<file path="config.mk">
export PLATFORM = sky130hd
export DESIGN_NAME = out_deser_flat
export DESIGN_NICKNAME = d
export VERILOG_FILES = /design/src/rtl/out_deser_if.sv /design/src/rtl/out_deser.sv /design/src/flat_wrapper.sv
export SDC_FILE = /design/constraint.sdc
export NUM_CORES = 1
export LEC_CHECK = 0
export CORE_ASPECT_RATIO = 0.7
export CORE_MARGIN = 1
export CORE_UTILIZATION = 51
export DETAILED_ROUTE_END_ITERATION = 7
export PLACE_DENSITY = 0.79
export REMOVE_ABC_BUFFERS = 1
export SYNTH_ARGS = -nofsm -noshare
export SYNTH_HDL_FRONTEND = slang
export SYNTH_SLANG_ARGS = --single-unit
</file>
<file path="constraint.sdc">
create_clock -name clk -period 1.9 [get_ports clk]
set_input_delay 0.19 -clock clk [delete_from_list [all_inputs] [get_ports clk]]
set_output_delay 0.19 -clock clk [all_outputs]
set_load 0.05 [all_outputs]
</file>
<file path="src/rtl/out_deser_if.sv">
// Word-stream bundle between the serial capture stage and the readout logic.
// master = capture stage (out_deser), slave = sample source / word consumer.
interface out_deser_if #(
    parameter int WIDTH = 8,
    parameter int CNT_W = 16
);
    logic             en;
    logic             din;
    logic             clr;
    logic [WIDTH-1:0] word;
    logic             word_valid;
    logic             word_ready;
    logic [CNT_W-1:0] ones_cnt;
    logic             overflow;
    logic             word_parity;

    modport master (
        input  en, din, clr, word_ready,
        output word, word_valid, ones_cnt, overflow, word_parity
    );

    modport slave (
        output en, din, clr, word_ready,
        input  word, word_valid, ones_cnt, overflow, word_parity
    );
endinterface

</file>
<file path="src/rtl/out_deser.sv">
// Serial-to-parallel capture of the test core output: MSB-first packing, valid/ready
// word hand-off, saturating ones count, sticky overflow. Optional parity: OUT_DESER_PARITY_EN.
module out_deser #(
    parameter int WIDTH = 8,
    parameter int CNT_W = 16
) (
    input logic          clk,
    input logic          rst,
    out_deser_if.master  bus
);
    localparam int BW = $clog2(WIDTH);

    typedef enum logic {IDLE, SHIFT} state_t;

    state_t           state, state_nxt;
    logic [WIDTH-1:0] sh;
    logic [BW-1:0]    bcnt;
    logic [WIDTH-1:0] word_q;
    logic             valid_q;
    logic [CNT_W-1:0] ones_q;
    logic             ovf_q;

    logic             sample;
    logic             complete;
    logic             load;
    logic             drop;
    logic             release_w;
    logic [WIDTH-1:0] word_next;

    always_ff @(posedge clk or posedge rst) begin
        if (rst) state <= IDLE;
        else     state <= state_nxt;
    end

    always_comb begin
        state_nxt = state;
        if (bus.clr) begin
            state_nxt = IDLE;
        end else begin
            case (state)
                IDLE:    if (bus.en) state_nxt = SHIFT;
                SHIFT:   if (bus.en && bcnt == BW'(WIDTH-1)) state_nxt = IDLE;
                default: state_nxt = IDLE;
            endcase
        end
    end

    // clr wins over a same-edge sample, so the bit is neither shifted nor counted
    always_comb begin
        sample    = bus.en && !bus.clr;
        complete  = sample && (state == SHIFT) && (bcnt == BW'(WIDTH-1));
        word_next = {sh[WIDTH-2:0], bus.din};
        load      = complete && (!valid_q || bus.word_ready);
        drop      = complete && valid_q && !bus.word_ready;
        release_w = !complete && valid_q && bus.word_ready;
    end

    always_ff @(posedge clk or posedge rst) begin
        if (rst) begin
            sh      <= '0;
            bcnt    <= '0;
            word_q  <= '0;
            valid_q <= 1'b0;
            ones_q  <= '0;
            ovf_q   <= 1'b0;
        end else begin
            if (bus.clr) begin
                bcnt <= '0;
            end else if (sample) begin
                sh   <= word_next;
                bcnt <= complete ? '0 : bcnt + BW'(1);
                if (bus.din && ones_q != '1) ones_q <= ones_q + CNT_W'(1);
            end
            if (load) begin
                word_q  <= word_next;
                valid_q <= 1'b1;
            end else if (release_w) begin
                valid_q <= 1'b0;
            end
            if (drop) ovf_q <= 1'b1;
        end
    end

`ifdef OUT_DESER_PARITY_EN
    logic par_q;
    always_ff @(posedge clk or posedge rst) begin
        if (rst)       par_q <= 1'b0;
        else if (load) par_q <= ^word_next;
    end
    assign bus.word_parity = par_q;
`else
    assign bus.word_parity = 1'b0;
`endif

    assign bus.word       = word_q;
    assign bus.word_valid = valid_q;
    assign bus.ones_cnt   = ones_q;
    assign bus.overflow   = ovf_q;
endmodule

</file>
<file path="src/flat_wrapper.sv">
// flat-port wrapper written by rule: the top's interface ports become plain ports
module out_deser_flat 
#(
    parameter int WIDTH = 8,
    parameter int CNT_W = 16
)
  (clk, rst, bus_en, bus_din, bus_clr, bus_word_ready, bus_word, bus_word_valid, bus_ones_cnt, bus_overflow, bus_word_parity);
  out_deser_if #(.WIDTH(WIDTH), .CNT_W(CNT_W)) bus_i ();
  input logic clk;
  input logic rst;
  input wire logic [$bits(bus_i.en)-1:0] bus_en;
  input wire logic [$bits(bus_i.din)-1:0] bus_din;
  input wire logic [$bits(bus_i.clr)-1:0] bus_clr;
  input wire logic [$bits(bus_i.word_ready)-1:0] bus_word_ready;
  output wire logic [$bits(bus_i.word)-1:0] bus_word;
  output wire logic [$bits(bus_i.word_valid)-1:0] bus_word_valid;
  output wire logic [$bits(bus_i.ones_cnt)-1:0] bus_ones_cnt;
  output wire logic [$bits(bus_i.overflow)-1:0] bus_overflow;
  output wire logic [$bits(bus_i.word_parity)-1:0] bus_word_parity;
  assign bus_i.en = bus_en;
  assign bus_i.din = bus_din;
  assign bus_i.clr = bus_clr;
  assign bus_i.word_ready = bus_word_ready;
  assign bus_word = bus_i.word;
  assign bus_word_valid = bus_i.word_valid;
  assign bus_ones_cnt = bus_i.ones_cnt;
  assign bus_overflow = bus_i.overflow;
  assign bus_word_parity = bus_i.word_parity;
  out_deser #(.WIDTH(WIDTH), .CNT_W(CNT_W)) u_core (.clk(clk), .rst(rst), .bus(bus_i));
endmodule
</file>
# Yosys cells after proc, flatten, opt, wreduce, memory -nomap -nowiden
# Index checks and enable logic that the tools add are counted.
# word_totals
word_cells	41
output_inout_bits	27
regBits	37
in_bits	6
# op_classes
n_eq_ne	2
n_reduce_logical	19
add_sub_neg	2
mux	9
bitwise	2
# ops
op	n
16-bit by 1-bit adder with 16-bit output, second input constant	1
16-bit != test, second input constant	1
1-bit logical AND	10
3-bit 2-to-1 mux	3
1-bit 2-to-1 mux	5
1-bit logical NOT	4
2-bit nonzero test	2
3-bit by 1-bit adder with 3-bit output, second input constant	1
3-bit equality test, second input constant	1
3-bit AND reduction	1
1-bit NOT	2
1-bit one-hot mux with 2 select lines	1
2-bit AND reduction	1
1-bit logical OR	1

# Logic depth before layout (Yosys ltp)
# Gate-level depths: netlist of the first run.
# depth
ltp_word	9
mapped_depth	6

# Worst setup path before layout of the first run
# No wires, ideal clock.
# synth_timing
path_kind	register -> register
from	register u_core.ones_q[9], in the netlist u_core.bus.ones_cnt[9]
to	register u_core.ones_q[1], in the netlist u_core.bus.ones_cnt[1]
path_slack_ns	0.007
n_path_buf	1
arrival_time_ns	1.766
stages_incl_launch_ff	6
period_less_slack_ns	1.893
path_cell_list	dfrtp_1 buf_4 nand3_1 nor4_4 nor2_2 mux2_1
# synth_between
elab_chain_cells	3
# synth_rtl
element	line	text
from (decl)	out_deser.sv:20	logic [CNT_W-1:0] ones_q;
from (signal assigned)	out_deser.sv:72	if (bus.din && ones_q != '1) ones_q <= ones_q + CNT_W'(1);
16-bit != test	out_deser.sv:72	
1-bit logical AND	out_deser.sv:72	
3-bit AND reduction (no line)	--	
# Every way passes these cells.
# A chain may end at the register's enable or synchronous reset.

# Worst setup path after layout of the first run
# layout_timing
from	register u_core.ones_q[10], in the netlist u_core.bus.ones_cnt[10]
to	output bus_ones_cnt[10]
# layout_lines
element	line	text
to (decl)	flat_wrapper.sv:17	output wire logic [$bits(bus_i.ones_cnt)-1:0] bus_ones_cnt;
# No word-level cell between the ends.

==> flow_metrics.tcl, run 1 <==
set metrics [dict create \
    clock_path_buffers 2 \
    synth_top_area_share_pct 54.1 \
    cp_max_fo 7 \
    maxCapViolCount 0 \
    core_area_sq_mm 0.00317 \
    worst_pin_slew_ns 0.505 \
    grt_pass1_wl_um 5640 \
    root_buffer "clkbuf_8" \
    worstHoldPathType "input port to asynchronous set/reset pin" \
    area_growth_pct 27.4 \
    clk_pin_slew_ns 0.07 \
    row_count 17 \
    crit_family "buffers and inverters" \
    instances_no_fill 215 \
    dr.pass1.iters 4 \
    path_buf_inv 1 \
    timing.rr.start "u_core.bcnt[0]" \
    netlist_area_sq_mm 0.00171 \
    ir_drop_uv 522 \
    timing.hold.ws_ns 0.308 \
    cts_buffers 5 \
    worst_path_max_delay_cell "clkdlybuf4s50_1" \
    max_slew_margin_pct 66.2 \
    avgSynthCellArea_sq_um 12.6 \
    synth_cells 136 \
    drtIter0Drc 52 \
    postCtsSetupBuffers 0 \
    yosys_warnings 0 \
    die_h_um 50.5 \
    diodes 0 \
    die_w_um 71.2 \
    grt_antenna_before_repair 0 \
    critPathMaxStageDelay_ns 0.85 \
    layout-drive-gt1-share_pct 19.2 \
    routed_wl_um 3130 \
    ctsHoldBuffers 0 \
    grtUsageTotal_pct 21.0 \
    grt-ovfl-total 0 \
    drtAntennaViolNets 0 \
    setup_viol 0 \
    post-route-period-util_pct 94.3 \
    synth_seq_area_share_pct 54.1 \
    wl_per_cell_um 14.6 \
    ys_types 37 \
    dominantRegCellSynth "dfrtp_1" \
    skew_ns 0.00272 \
    gp_congestion 0.840 \
    drc 0 \
    vias 1176 \
    nets 186 \
    cts_tree "built" \
    h-tree-depth 2 \
    fp.dieArea_sq_mm 0.00359 \
    timing.reg2reg.setup_slack_ns 0.15 \
    post_cts_resized 0 \
    slew_viol_final 0 \
    path_cells "clkdlybuf4s50_1" \
    hold_viol 0 \
    reg2reg_depth 5 \
    initial_core_util_pct 54.0 \
    synth.most_common_cell "dfrtp_1" \
    clock-sinks 37 \
    status "complete, no violations" \
    path_class "register to output pin" \
    cp.depth 1 \
    arrival_ns 1.60 \
    first_global_vias 1208 \
    io_pins 33 \
    r2r-end "u_core.bus.word[0]" \
    crit_required_ns 1.71 \
    synth_edf_count 0 \
    synth_common_cells "dfrtp_1, mux2_2, nand2_1" \
    dp_hpwl_um 2320 \
    grt_max_degree 38 \
    async_reset_ff_share_pct 100 \
    synth-seq-cells 37 \
    power.density_mw_per_mm2 949 \
    yosys-top-cells-area "dfrtp_1, mux2_2, mux2_1" \
    rsz0062_at_grt "false" \
    yosysTopAreaCell "dfrtp_1" \
    fmax_mhz 558 \
    endpoint_kind "output pin" \
    p_leak_nw 1.02 \
    period_needed_ns 1.79 \
    port_buffers 31 \
    startpoint_type "register" \
    clk_latency_ns 0.28 \
    placed_cells 208 \
    vias_per_cell 5.47 \
]
## placed cells by master (no fill, tap or decap), drive strengths merged, types with 2 or more instances in the layout
cell / count
ha: 3
clkdlybuf4s50: 30
clkbuf: 7
buf: 8
nor3: 2
nor4: 4
xor2: 5
nand3: 6
and3: 2
inv: 2
nor2: 6
nand2: 9
a21oi: 5
nand4: 9
mux2: 17
dfrtp: 37
xnor2: 8
nand2b: 4
## cell families (layout without fill, tap and decap cells)
kind of cell	after synthesis	in the layout	synth area share [%]
simple gates	49	49	20.0
other cells	1	1	0.219
flops	37	37	54.1
mux	17	17	11.2
compound gates	10	10	3.73
buf+inv	6	47	1.90
fa+ha+maj	3	3	2.19
xor+xnor	13	13	6.66
## routing by layer
| metal | vias up | GRT usage, % | wire (um) |
|---|---|---|---|
| li1 | 568 | - | - |
| met1 | 583 | 28.7 | 1470 |
| met2 | 20 | 31.7 | 1500 |
| met3 | 5 | 5.62 | 124 |
| met4 | 0 | 9.00 | 40 |
| met5 | - | 0 | 0 |
## how the worst max path moves through the flow
stage / start / endpoint / slack [ns]
global route: u_core.bcnt[0] / u_core.bus.word[0] / 0.03
global placement: bus_clr / u_core.bus.word[3] / 0.09
finish: u_core.bus.ones_cnt[10] / bus_ones_cnt[10] / 0.11
floorplan: u_core.bus.ones_cnt[9] / u_core.bus.ones_cnt[1] / -0.01
CTS: u_core.bus.ones_cnt[10] / bus_ones_cnt[10] / 0.1
detailed placement: bus_clr / u_core.bus.word[1] / 0.03
## cell type report
cell class              instances  area [sq um]
well taps                      38          47.5
clock buffers                   7          86.3
flip-flops and latches         37           926
inverters                       2          7.51
repair buffers                 38           360
multi-input cells              93           752
fillers                       220           990
## tightest hold or removal path: cells and delay by family
family,cells,cell delay (ns)
buffers and inverters,3,0.83
## flip-flops by register name, summed over array words and instances (netlist names)
register / flops
u_core.sh: 7
u_core.bcnt: 3
u_core.bus.overflow: 1
u_core.bus.word: 8
u_core.bus.ones_cnt: 16
u_core.bus.word_valid: 1
u_core.state: 1
## power breakdown
group / leakage (nW) / total (mW) / internal (mW) / switching (mW)
sequential: 0.494 / 1.02 / 0.898 / 0.122
clock: 0.0443 / 0.542 / 0.288 / 0.254
combinational: 0.477 / 0.506 / 0.200 / 0.306
total: 1.02 / 2.07 / 1.39 / 0.683
## through the flow
| step | instance area (sq um) | utilization, % | total power [mW] | TNS, ns | setup slack, ns |
|---|---|---|---|---|---|
| 5_1_grt | 2180 | 68.8 | 2.17 | 0 | 0.0295 |
| 4_1_cts | 2180 | 68.8 | 2.10 | 0 | 0.0969 |
| 3_3_place_gp | 2090 | 66.0 | 1.53 | 0 | 0.0883 |
| 3_5_place_dp | 2090 | 66.0 | 1.55 | 0 | 0.0349 |
| 6_report | 2180 | 68.8 | 2.07 | 0 | 0.109 |
| 2_1_floorplan | 1690 | - | 1.35 | -0.0255 | -0.0134 |
Note: power is estimated with default switching activity, not from simulation.
==> inputs of run 2 (changes only) <==
GPL_ROUTABILITY_DRIVEN = 0   (was not set)
==> results of run 2 <==
No change in the layout: final DEF, timing and power equal those of run 1.
